### config.mk
export PLATFORM = sky130hd
export DESIGN_NAME = cmp_result_monitor_flat
export DESIGN_NICKNAME = d
export VERILOG_FILES = /design/src/rtl/cmp_pkg.sv /design/src/rtl/cmp_result_monitor_if.sv /design/src/rtl/sat_counter.sv /design/src/rtl/cmp_result_monitor.sv /design/src/flat_wrapper.sv
export SDC_FILE = /design/constraint.sdc
export NUM_CORES = 1
export LEC_CHECK = 0
export CORE_MARGIN = 2
export CORE_UTILIZATION = 55
export DETAILED_ROUTE_END_ITERATION = 10
export GPL_ROUTABILITY_DRIVEN = 1
export PLACE_DENSITY = 0.92
export SKIP_LAST_GASP = 1
export SLEW_MARGIN = 20
export SYNTH_ARGS = -nofsm -noshare
export SYNTH_HDL_FRONTEND = slang
export SYNTH_SLANG_ARGS = --single-unit
### constraint.sdc
create_clock -name clk -period 2.6 [get_ports clk]
set_clock_uncertainty 0.2 [all_clocks]
set_input_delay 0.65 -clock clk [delete_from_list [all_inputs] [get_ports clk]]
set_output_delay 0.65 -clock clk [all_outputs]
set_load 0.005 [all_outputs]
### src/rtl/cmp_pkg.sv
// Shared types and flag decoding for the comparator result monitor.
package cmp_pkg;

    typedef enum logic [1:0] {
        RES_NONE = 2'b00,
        RES_LT   = 2'b01,
        RES_EQ   = 2'b10,
        RES_GT   = 2'b11
    } result_e;

    typedef enum logic [1:0] {
        ST_IDLE,
        ST_TRACK,
        ST_LOCKED
    } state_e;

    typedef struct packed {
        logic    legal;
        result_e code;
    } decode_t;

    // Only a one-hot {gt,eq,lt} is a legal comparator outcome.
    function automatic decode_t decode_flags(input logic gt, input logic eq, input logic lt);
        decode_t d;
        d.legal = 1'b1;
        case ({gt, eq, lt})
            3'b100:  d.code = RES_GT;
            3'b010:  d.code = RES_EQ;
            3'b001:  d.code = RES_LT;
            default: begin
                d.code  = RES_NONE;
                d.legal = 1'b0;
            end
        endcase
        return d;
    endfunction

endpackage

### src/rtl/cmp_result_monitor_if.sv
// Sample and status bundle between the comparator harness and the result monitor.
interface cmp_result_monitor_if #(
    parameter int unsigned CNT_W = 8
);
    logic             in_valid;
    logic             gt;
    logic             eq;
    logic             lt;
    logic             clr;
    logic [CNT_W-1:0] gt_cnt;
    logic [CNT_W-1:0] eq_cnt;
    logic [CNT_W-1:0] lt_cnt;
    logic [1:0]       last_result;
    logic             out_valid;
    logic             err;
    logic             locked;

    modport master (
        output in_valid, gt, eq, lt, clr,
        input  gt_cnt, eq_cnt, lt_cnt, last_result, out_valid, err, locked
    );

    modport slave (
        input  in_valid, gt, eq, lt, clr,
        output gt_cnt, eq_cnt, lt_cnt, last_result, out_valid, err, locked
    );
endinterface

### src/rtl/sat_counter.sv
// Up-counter that saturates at all-ones, with synchronous clear.
module sat_counter #(
    parameter int unsigned W = 8
) (
    input  logic         clk,
    input  logic         rst,
    input  logic         clr,
    input  logic         inc,
    output logic [W-1:0] q
);
    logic [W-1:0] cnt_d, cnt_q;

    always_comb begin
        cnt_d = cnt_q;
        if (clr) begin
            cnt_d = '0;
        end else if (inc && (cnt_q != {W{1'b1}})) begin
            cnt_d = cnt_q + 1'b1;
        end
    end

    always_ff @(posedge clk or posedge rst) begin
        if (rst) begin
            cnt_q <= '0;
        end else begin
            cnt_q <= cnt_d;
        end
    end

    assign q = cnt_q;
endmodule

### src/rtl/cmp_result_monitor.sv
// Tallies comparator outcomes, flags illegal flag sets and tracks an equal-run lock.
module cmp_result_monitor
    import cmp_pkg::*;
#(
    parameter int unsigned CNT_W    = 8,
    parameter int unsigned LOCK_LEN = 4
) (
    input logic                 clk,
    input logic                 rst,
    cmp_result_monitor_if.slave mon
);
    localparam int unsigned       RunW   = $clog2(LOCK_LEN + 1);
    localparam logic [RunW-1:0]   RunMax = RunW'(LOCK_LEN);

    decode_t         dec;
    logic            accept;
    logic            inc_gt, inc_eq, inc_lt;
    logic [RunW-1:0] run_d, run_q;
    state_e          state_d, state_q;
    result_e         last_d, last_q;
    logic            out_valid_d, out_valid_q;
    logic            err_d, err_q;
    logic            locked_d, locked_q;

    assign dec    = decode_flags(mon.gt, mon.eq, mon.lt);
    // clr takes priority, so a coincident sample is discarded.
    assign accept = mon.in_valid & ~mon.clr;
    assign inc_gt = accept & dec.legal & (dec.code == RES_GT);
    assign inc_eq = accept & dec.legal & (dec.code == RES_EQ);
    assign inc_lt = accept & dec.legal & (dec.code == RES_LT);

    always_comb begin
        run_d       = run_q;
        state_d     = state_q;
        last_d      = last_q;
        out_valid_d = accept;
        err_d       = accept & ~dec.legal;
        if (mon.clr) begin
            run_d   = '0;
            state_d = ST_IDLE;
            last_d  = RES_NONE;
        end else if (accept) begin
            if (inc_eq) begin
                run_d = (run_q == RunMax) ? run_q : run_q + 1'b1;
            end else begin
                run_d = '0;
            end
            if (dec.legal) begin
                last_d = dec.code;
            end
            // Every accepted sample lands in TRACK unless it completes the eq run.
            state_d = (inc_eq && (run_d == RunMax)) ? ST_LOCKED : ST_TRACK;
        end
        locked_d = (state_d == ST_LOCKED);
    end

    always_ff @(posedge clk or posedge rst) begin
        if (rst) begin
            run_q       <= '0;
            state_q     <= ST_IDLE;
            last_q      <= RES_NONE;
            out_valid_q <= 1'b0;
            err_q       <= 1'b0;
            locked_q    <= 1'b0;
        end else begin
            run_q       <= run_d;
            state_q     <= state_d;
            last_q      <= last_d;
            out_valid_q <= out_valid_d;
            err_q       <= err_d;
            locked_q    <= locked_d;
        end
    end

    sat_counter #(.W(CNT_W)) u_gt_cnt (
        .clk (clk),
        .rst (rst),
        .clr (mon.clr),
        .inc (inc_gt),
        .q   (mon.gt_cnt)
    );

    sat_counter #(.W(CNT_W)) u_eq_cnt (
        .clk (clk),
        .rst (rst),
        .clr (mon.clr),
        .inc (inc_eq),
        .q   (mon.eq_cnt)
    );

    sat_counter #(.W(CNT_W)) u_lt_cnt (
        .clk (clk),
        .rst (rst),
        .clr (mon.clr),
        .inc (inc_lt),
        .q   (mon.lt_cnt)
    );

    assign mon.last_result = last_q;
    assign mon.out_valid   = out_valid_q;
    assign mon.err         = err_q;
    assign mon.locked      = locked_q;
endmodule
### src/flat_wrapper.sv
// flat-port wrapper written by rule: the top's interface ports become plain ports
module cmp_result_monitor_flat import cmp_pkg::*;
#(
    parameter int unsigned CNT_W    = 8,
    parameter int unsigned LOCK_LEN = 4
)
  (clk, rst, mon_in_valid, mon_gt, mon_eq, mon_lt, mon_clr, mon_gt_cnt, mon_eq_cnt, mon_lt_cnt, mon_last_result, mon_out_valid, mon_err, mon_locked);
  cmp_result_monitor_if #(.CNT_W(CNT_W)) mon_i ();
  input logic clk;
  input logic rst;
  input wire logic [$bits(mon_i.in_valid)-1:0] mon_in_valid;
  input wire logic [$bits(mon_i.gt)-1:0] mon_gt;
  input wire logic [$bits(mon_i.eq)-1:0] mon_eq;
  input wire logic [$bits(mon_i.lt)-1:0] mon_lt;
  input wire logic [$bits(mon_i.clr)-1:0] mon_clr;
  output wire logic [$bits(mon_i.gt_cnt)-1:0] mon_gt_cnt;
  output wire logic [$bits(mon_i.eq_cnt)-1:0] mon_eq_cnt;
  output wire logic [$bits(mon_i.lt_cnt)-1:0] mon_lt_cnt;
  output wire logic [$bits(mon_i.last_result)-1:0] mon_last_result;
  output wire logic [$bits(mon_i.out_valid)-1:0] mon_out_valid;
  output wire logic [$bits(mon_i.err)-1:0] mon_err;
  output wire logic [$bits(mon_i.locked)-1:0] mon_locked;
  assign mon_i.in_valid = mon_in_valid;
  assign mon_i.gt = mon_gt;
  assign mon_i.eq = mon_eq;
  assign mon_i.lt = mon_lt;
  assign mon_i.clr = mon_clr;
  assign mon_gt_cnt = mon_i.gt_cnt;
  assign mon_eq_cnt = mon_i.eq_cnt;
  assign mon_lt_cnt = mon_i.lt_cnt;
  assign mon_last_result = mon_i.last_result;
  assign mon_out_valid = mon_i.out_valid;
  assign mon_err = mon_i.err;
  assign mon_locked = mon_i.locked;
  cmp_result_monitor #(.CNT_W(CNT_W), .LOCK_LEN(LOCK_LEN)) u_core (.clk(clk), .rst(rst), .mon(mon_i));
endmodule
==> run summary, run 1 <==
Syn Inst Count: 187
pre-CTS setup slack: -88.4 ps
input/output buffers: 35
fin nets: 253
Num CTS Buffers: 5
layout cell share with drive strength beyond 1: 15.3%
Root Buffer: clkbuf_4
CTS tree: done
Post-Synth Simple-Gate Area: 22.1%
row cnt: 21
minimum clock period: 2320 ps
number of buffer and inverter stages on the critical path: 2
setup bufs post-CTS: 0
setup ws final: 281 ps
Layout area overhead: 30.9%
Post-synth EDFFs: 0
first-pass GRT wire length: 6.53 mm
# setup viols final: 0
Mapped Area: 0.00185 mm^2
top cell type's share of synthesized area: 46.0%
Post-synth top flop: dfrtp_1
die footprint: 0.00384 mm^2
FF/Latch Area: 851 um^2
fin. max-slew vios: 0
total of max-cap violations: 0
nature of the critical path endpoint: register
slowest stage delay, CP: 500 ps
crit path cell chain: clkdlybuf4s50_1 -> buf_4 -> or3b_4 -> nor4_1 -> a31oi_1 -> o21a_1
family with the most delay on the worst path: simple AND/OR/NAND/NOR gates
Vias: 1673
CP Class: input port to register
async set-reset flop share out of synthesis: 100%
1st-iter DRT viols: 182
largest area contributor in the netlist: dfrtp_1
RD Place Congestion: 0.838
HPWL after DPL: 3.07 mm
Routed WL per cell: 14.6 um
Clk Latency, worst-skew pair: 360 ps
startpoint types: input port
transition time at the pin with the least slew margin: 419 ps
Worst slew margin: 72.1%
vias in the first global route: 1480
initial antenna violation count: 0
Fmax: 0.431 GHz
register area share after synthesis: 46.0%
Post-Synth Adder-Cell Area: 3.38%
Synth cell types: 44
period utilisation layout: 89.2%
Hold Crit Class: register to register
Antenna Cells: 0
routed wire length: 4.21 mm
ANT nets after route: 0
compound-cell area share of the yosys netlist: 18.2%
Post-CTS Resized: 0
Clock Sink Count: 34
Reg clk slew, reported paths: 110 ps
CP max FO: 7
Syn Nets: 199
Multi-input gate area: 912 um^2
Worst Path Arrival: 2380 ps
Fillers: 232
drt drc: 0
overflow left after global routing: 0
WP data required: 2660 ps
all-layer global routing usage: 23.5%
Pre-Repair DR Iteration Count: 4
fraction of synthesized area in multiplexers: 2.77%
synthesized flop and latch total: 34
power density cells: 393 mW/mm^2
Die Width: 62.0 um
fin area: 0.00242 mm^2
Peak VDD IR: 0.260 mV
Avg Vias per Cell: 5.81
Chip Height: 62.0 um
Final Hold Vio Count: 0
synth warn: 0
Leakage Power: 1.02 nW
status: finished, final reports clean
number of H-tree levels: 2
Area contributors post-synth: dfrtp_1 46%, a21oi_1 4.3%, ha_1 3.4%, nand3_1 3.2%, nand2_1 2.8%
DP Area: 0.00236 mm^2
IO Pins: 36
CTS Buffer Depth: 2
largest net degree at the start of global routing: 35
RSZ-0062 raised after global routing: no
xor/xnor cell area share of the yosys netlist: 2.84%
Post-Syn Area per Cell: 9.90 um^2
Initial Util: 56.3%
Max stage delay cell, worst path: clkdlybuf4s50_1
main combinational cell family by area after synthesis: simple AND/OR/NAND/NOR gates
Core Box Area: 0.00328 mm^2
hold buffer count at cts: 0
-- cells in the mapped netlist, types with 2 or more instances --
master and count:
nand4_1 5, o21a_1 2, dfrtp_1 34, o211ai_1 2
o21ai_0 9, nand3_1 12, a31oi_1 6, o31ai_1 3
nor3_1 3, mux2i_1 4, buf_1 2, a211oi_1 4
nand2_1 14, nor2_1 12, a21oi_1 16, xor2_1 6
nand2b_1 3, ha_1 5, and3_1 3, inv_1 8
nor4_1 2, clkbuf_1 3, or4_1 3, or3_1 6
-- through the flow --
| step | utilization, % | instances | power (mW) | hold slack (ps) | TNS [ps] |
|---|---|---|---|---|---|
| after CTS | 73.8 | 288 | 0.957 | 336 | 0 |
| final | 73.8 | 288 | 0.952 | 330 | 0 |
| after detailed placement | 71.8 | 280 | 0.643 | 323 | -313 |
| after global routing | 73.8 | 288 | 0.990 | 366 | 0 |
| after global placement | 71.8 | 280 | 0.640 | 313 | -9.32 |
| after floorplan | - | 187 | 0.601 | 296 | 0 |
-- worst paths after layout --
path	to	slack (ps)	cells after the start	start
max in group asynchronous	u_core.mon.last_result[0]	1420	3	rst
max	u_core.u_eq_cnt.q[6]	280	6	mon_eq
min	u_core.mon.locked	330	3	u_core.state_q[0]
min in group asynchronous	u_core.u_eq_cnt.q[7]	470	3	rst
max reg2reg	u_core.state_q[0]	670	6	u_core.run_q[0]
min reg2reg	u_core.mon.locked	330	3	u_core.state_q[0]
-- registers in the layout, indices dropped and copies added (netlist names) --
name,flops
u_core.mon.last_result,2
u_core.u_lt_cnt.q,8
u_core.mon.err,1
u_core.state_q,2
u_core.run_q,3
u_core.u_gt_cnt.q,8
u_core.u_eq_cnt.q,8
u_core.mon.locked,1
u_core.mon.out_valid,1
-- layer usage --
layer	global-route usage, %	vias up	wire, um	part of all wire, %
met1	27.9	806	1720	41
li1	-	802	-	-
met5	0	-	0	0
met3	7.25	13	202	4.8
met4	9.12	0	106	2.5
met2	39.6	52	2180	52
-- cells in the final DEF, fill, tap and decap left out, drive strengths merged, types with 2 or more instances in the layout --
master,n
clkdlybuf4s50,35
dfrtp,34
buf,21
a21oi,16
nand2,14
nand3,12
nor2,12
o21ai,9
inv,8
or3,6
a31oi,6
xor2,6
clkbuf,6
nand4,5
ha,5
a211oi,4
mux2i,4
nor3,4
o31ai,3
or4,3
and3,3
nand2b,3
o211ai,3
nor4b,3
nor4,2
o21a,2
o2111ai,2
nor3b,2
-- final cells by class --
cell class | count | area share [%]
inverter | 8 | 1.24
multi-input combinational | 136 | 37.7
clock buffer | 6 | 2.12
timing repair buffer | 56 | 21.0
sequential | 34 | 35.1
tap | 46 | 2.38
clock inverter | 2 | 0.517
-- tightest hold or removal path: stages (launching register included) --
cell,delay [ps]
dfrtp_1,340
nor2_1,50
nand2_1,50
a21oi_1,60
-- power by group --
group | switching (mW) | internal [mW]
Sequential | 0.00411 | 0.534
Clock | 0.190 | 0.130
Combinational | 0.0499 | 0.0439
-- cell families (layout without fill, tap and decap cells) --
family                   count (synthesis)  in the layout
buffers and inverters                   17             72
AND/OR/NAND/NOR                         70             70
flip-flops                              34             34
AO/OA/AOI/OAI                           50             50
multiplexers                             5              5
adder cells (fa/ha/maj)                  5              5
XOR/XNOR                                 6              6
Note: power is estimated with default switching activity, not from simulation.
==> inputs of run 2 (changes only) <==
Settings changed: CELL_PAD_IN_SITES_DETAIL_PLACEMENT set to 0, CELL_PAD_IN_SITES_GLOBAL_PLACEMENT set to 1, CORE_UTILIZATION 55 to 42.
==> run 2 against run 1 <==
Utilization shrank 16 points; worst setup slack lost 64 ps; combinational power shrank 2.8%; critical path depth is the same; critical path type unchanged; sequential power is essentially flat; routed wire length shrank 4.7%; highest routed layer unchanged; sequential share of layout area shrank 0.71 points; via count shrank 3.6%; final cell count grew 1.7%; global-route usage shrank 5.5 points.
==> run summary, run 2 (same netlist as run 1, synthesis figures left out) <==
Leakage Power: 1.03 nW
Die Width: 70.4 um
RD Place Congestion: 0.865
Post-CTS Resized: 0
Hold Crit Class: register to register
nature of the critical path endpoint: register
Core Box Area: 0.00429 mm^2
fin area: 0.00247 mm^2
status: finished, final reports clean
Chip Height: 70.4 um
drt drc: 0
number of H-tree levels: 2
Initial Util: 43.1%
power density cells: 454 mW/mm^2
Peak VDD IR: 0.221 mV
Fmax: 0.420 GHz
ANT nets after route: 0
WP data required: 2620 ps
Final Hold Vio Count: 0
Max stage delay cell, worst path: clkdlybuf4s50_1
Routed WL per cell: 13.7 um
CP max FO: 7
period utilisation layout: 91.7%
final cell count without fillers: 293
most common cell after layout, fill and taps aside: clkdlybuf4s50_1
Root Buffer: clkbuf_8
fin. max-slew vios: 0
placed insts: 285
setup ws final: 217 ps
1st-iter DRT viols: 155
Pre-Repair DR Iteration Count: 4
CTS Buffer Depth: 2
setup bufs post-CTS: 0
Clock Sink Count: 34
Layout area overhead: 33.6%
Worst Path Arrival: 2410 ps
crit path cell chain: clkdlybuf4s50_1 -> nor4b_2 -> o211ai_1 -> buf_4 -> or3_1 -> a21oi_1
overflow left after global routing: 0
Avg Vias per Cell: 5.51
transition time at the pin with the least slew margin: 489 ps
Reg clk slew, reported paths: 70 ps
pre-CTS setup slack: -116 ps
RSZ-0062 raised after global routing: no
Clk Latency, worst-skew pair: 290 ps
slowest stage delay, CP: 450 ps
routed wire length: 4.01 mm
CTS tree: done
die footprint: 0.00495 mm^2
hold buffer count at cts: 0
minimum clock period: 2380 ps
final core occ: 57.6%
Fillers: 408
input/output buffers: 35
fin nets: 252
# setup viols final: 0
vias in the first global route: 1478
most frequent cells in the layout: 35 x clkdlybuf4s50_1, 34 x dfrtp_1, 20 x buf_4
initial antenna violation count: 0
startpoint types: input port
total of max-cap violations: 0
first-pass GRT wire length: 6.98 mm
layout cell share with drive strength beyond 1: 14.9%
DP Area: 0.00236 mm^2
largest net degree at the start of global routing: 35
IO Pins: 36
all-layer global routing usage: 17.9%
row cnt: 24
CP Class: input port to register
HPWL after DPL: 2.86 mm
Antenna Cells: 0
Worst slew margin: 67.3%
Num CTS Buffers: 5
Vias: 1613
Hold Worst Slack: 322 ps
run 2: changes by cell type in the layout (fill, tap and decap cells not counted):
| cell | before | now |
|---|---|---|
| clkbuf_8 | 1 | 5 |
| clkinv_2 | 1 | 0 |
| clkbuf_4 | 5 | 0 |
| buf_4 | 21 | 20 |
| bufinv_16 | 0 | 1 |
| clkinvlp_4 | 1 | 2 |
run 2: area by class of cell:
class | instances | area [um^2] | area share, %
Sequential cell | 34 | 851 | 34.4
Tap cell | 52 | 65.1 | 2.63
Timing Repair Buffer | 55 | 500 | 20.2
Inverter | 8 | 30.0 | 1.21
Multi-Input combinational cell | 136 | 912 | 36.9
Clock buffer | 5 | 68.8 | 2.78
Clock inverter | 3 | 45.0 | 1.82
run 2: worst paths after layout:
path,start,end,slack (ps),cells past startpoint
worst min register to register,u_core.state_q[0],u_core.mon.locked,320,3
worst min-delay path,u_core.state_q[0],u_core.mon.locked,320,3
worst max-delay path,mon_eq,u_core.u_lt_cnt.q[4],220,6
worst max register to register,u_core.u_lt_cnt.q[0],u_core.u_lt_cnt.q[0],600,7
min in group asynchronous,rst,u_core.u_gt_cnt.q[1],540,3
max in group asynchronous,rst,u_core.mon.locked,1350,3
run 2: power breakdown:
part / total, mW / internal (mW) / leakage (nW) / switching, mW
clock network: 0.492 / 0.285 / 0.0504 / 0.207
logic: 0.0911 / 0.0421 / 0.506 / 0.0490
registers: 0.538 / 0.534 / 0.471 / 0.00403
total: 1.12 / 0.861 / 1.03 / 0.260
run 2: worst max-delay path: cells and delay by family:
| family | cells | cell delay (ps) |
|---|---|---|
| buffers and inverters | 2 | 670 |
| AND/OR/NAND/NOR | 2 | 670 |
| AO/OA/AOI/OAI | 2 | 410 |
run 2: metal layers:
metal,share of wire (%),up-vias,global-route usage [%]
li1,-,803,-
met1,46,771,24.0
met2,47,32,27.6
met3,4.2,7,4.04
met4,2.1,0,8.33
met5,0,-,0
run 2: metrics by stage:
| step | setup TNS [ps] | total power [mW] |
|---|---|---|
| finish | 0 | 1.12 |
| global route | 0 | 1.16 |
| CTS | 0 | 1.13 |
| detailed placement | -717 | 0.641 |
| global placement | -992 | 0.640 |
| floorplan | 0 | 0.601 |
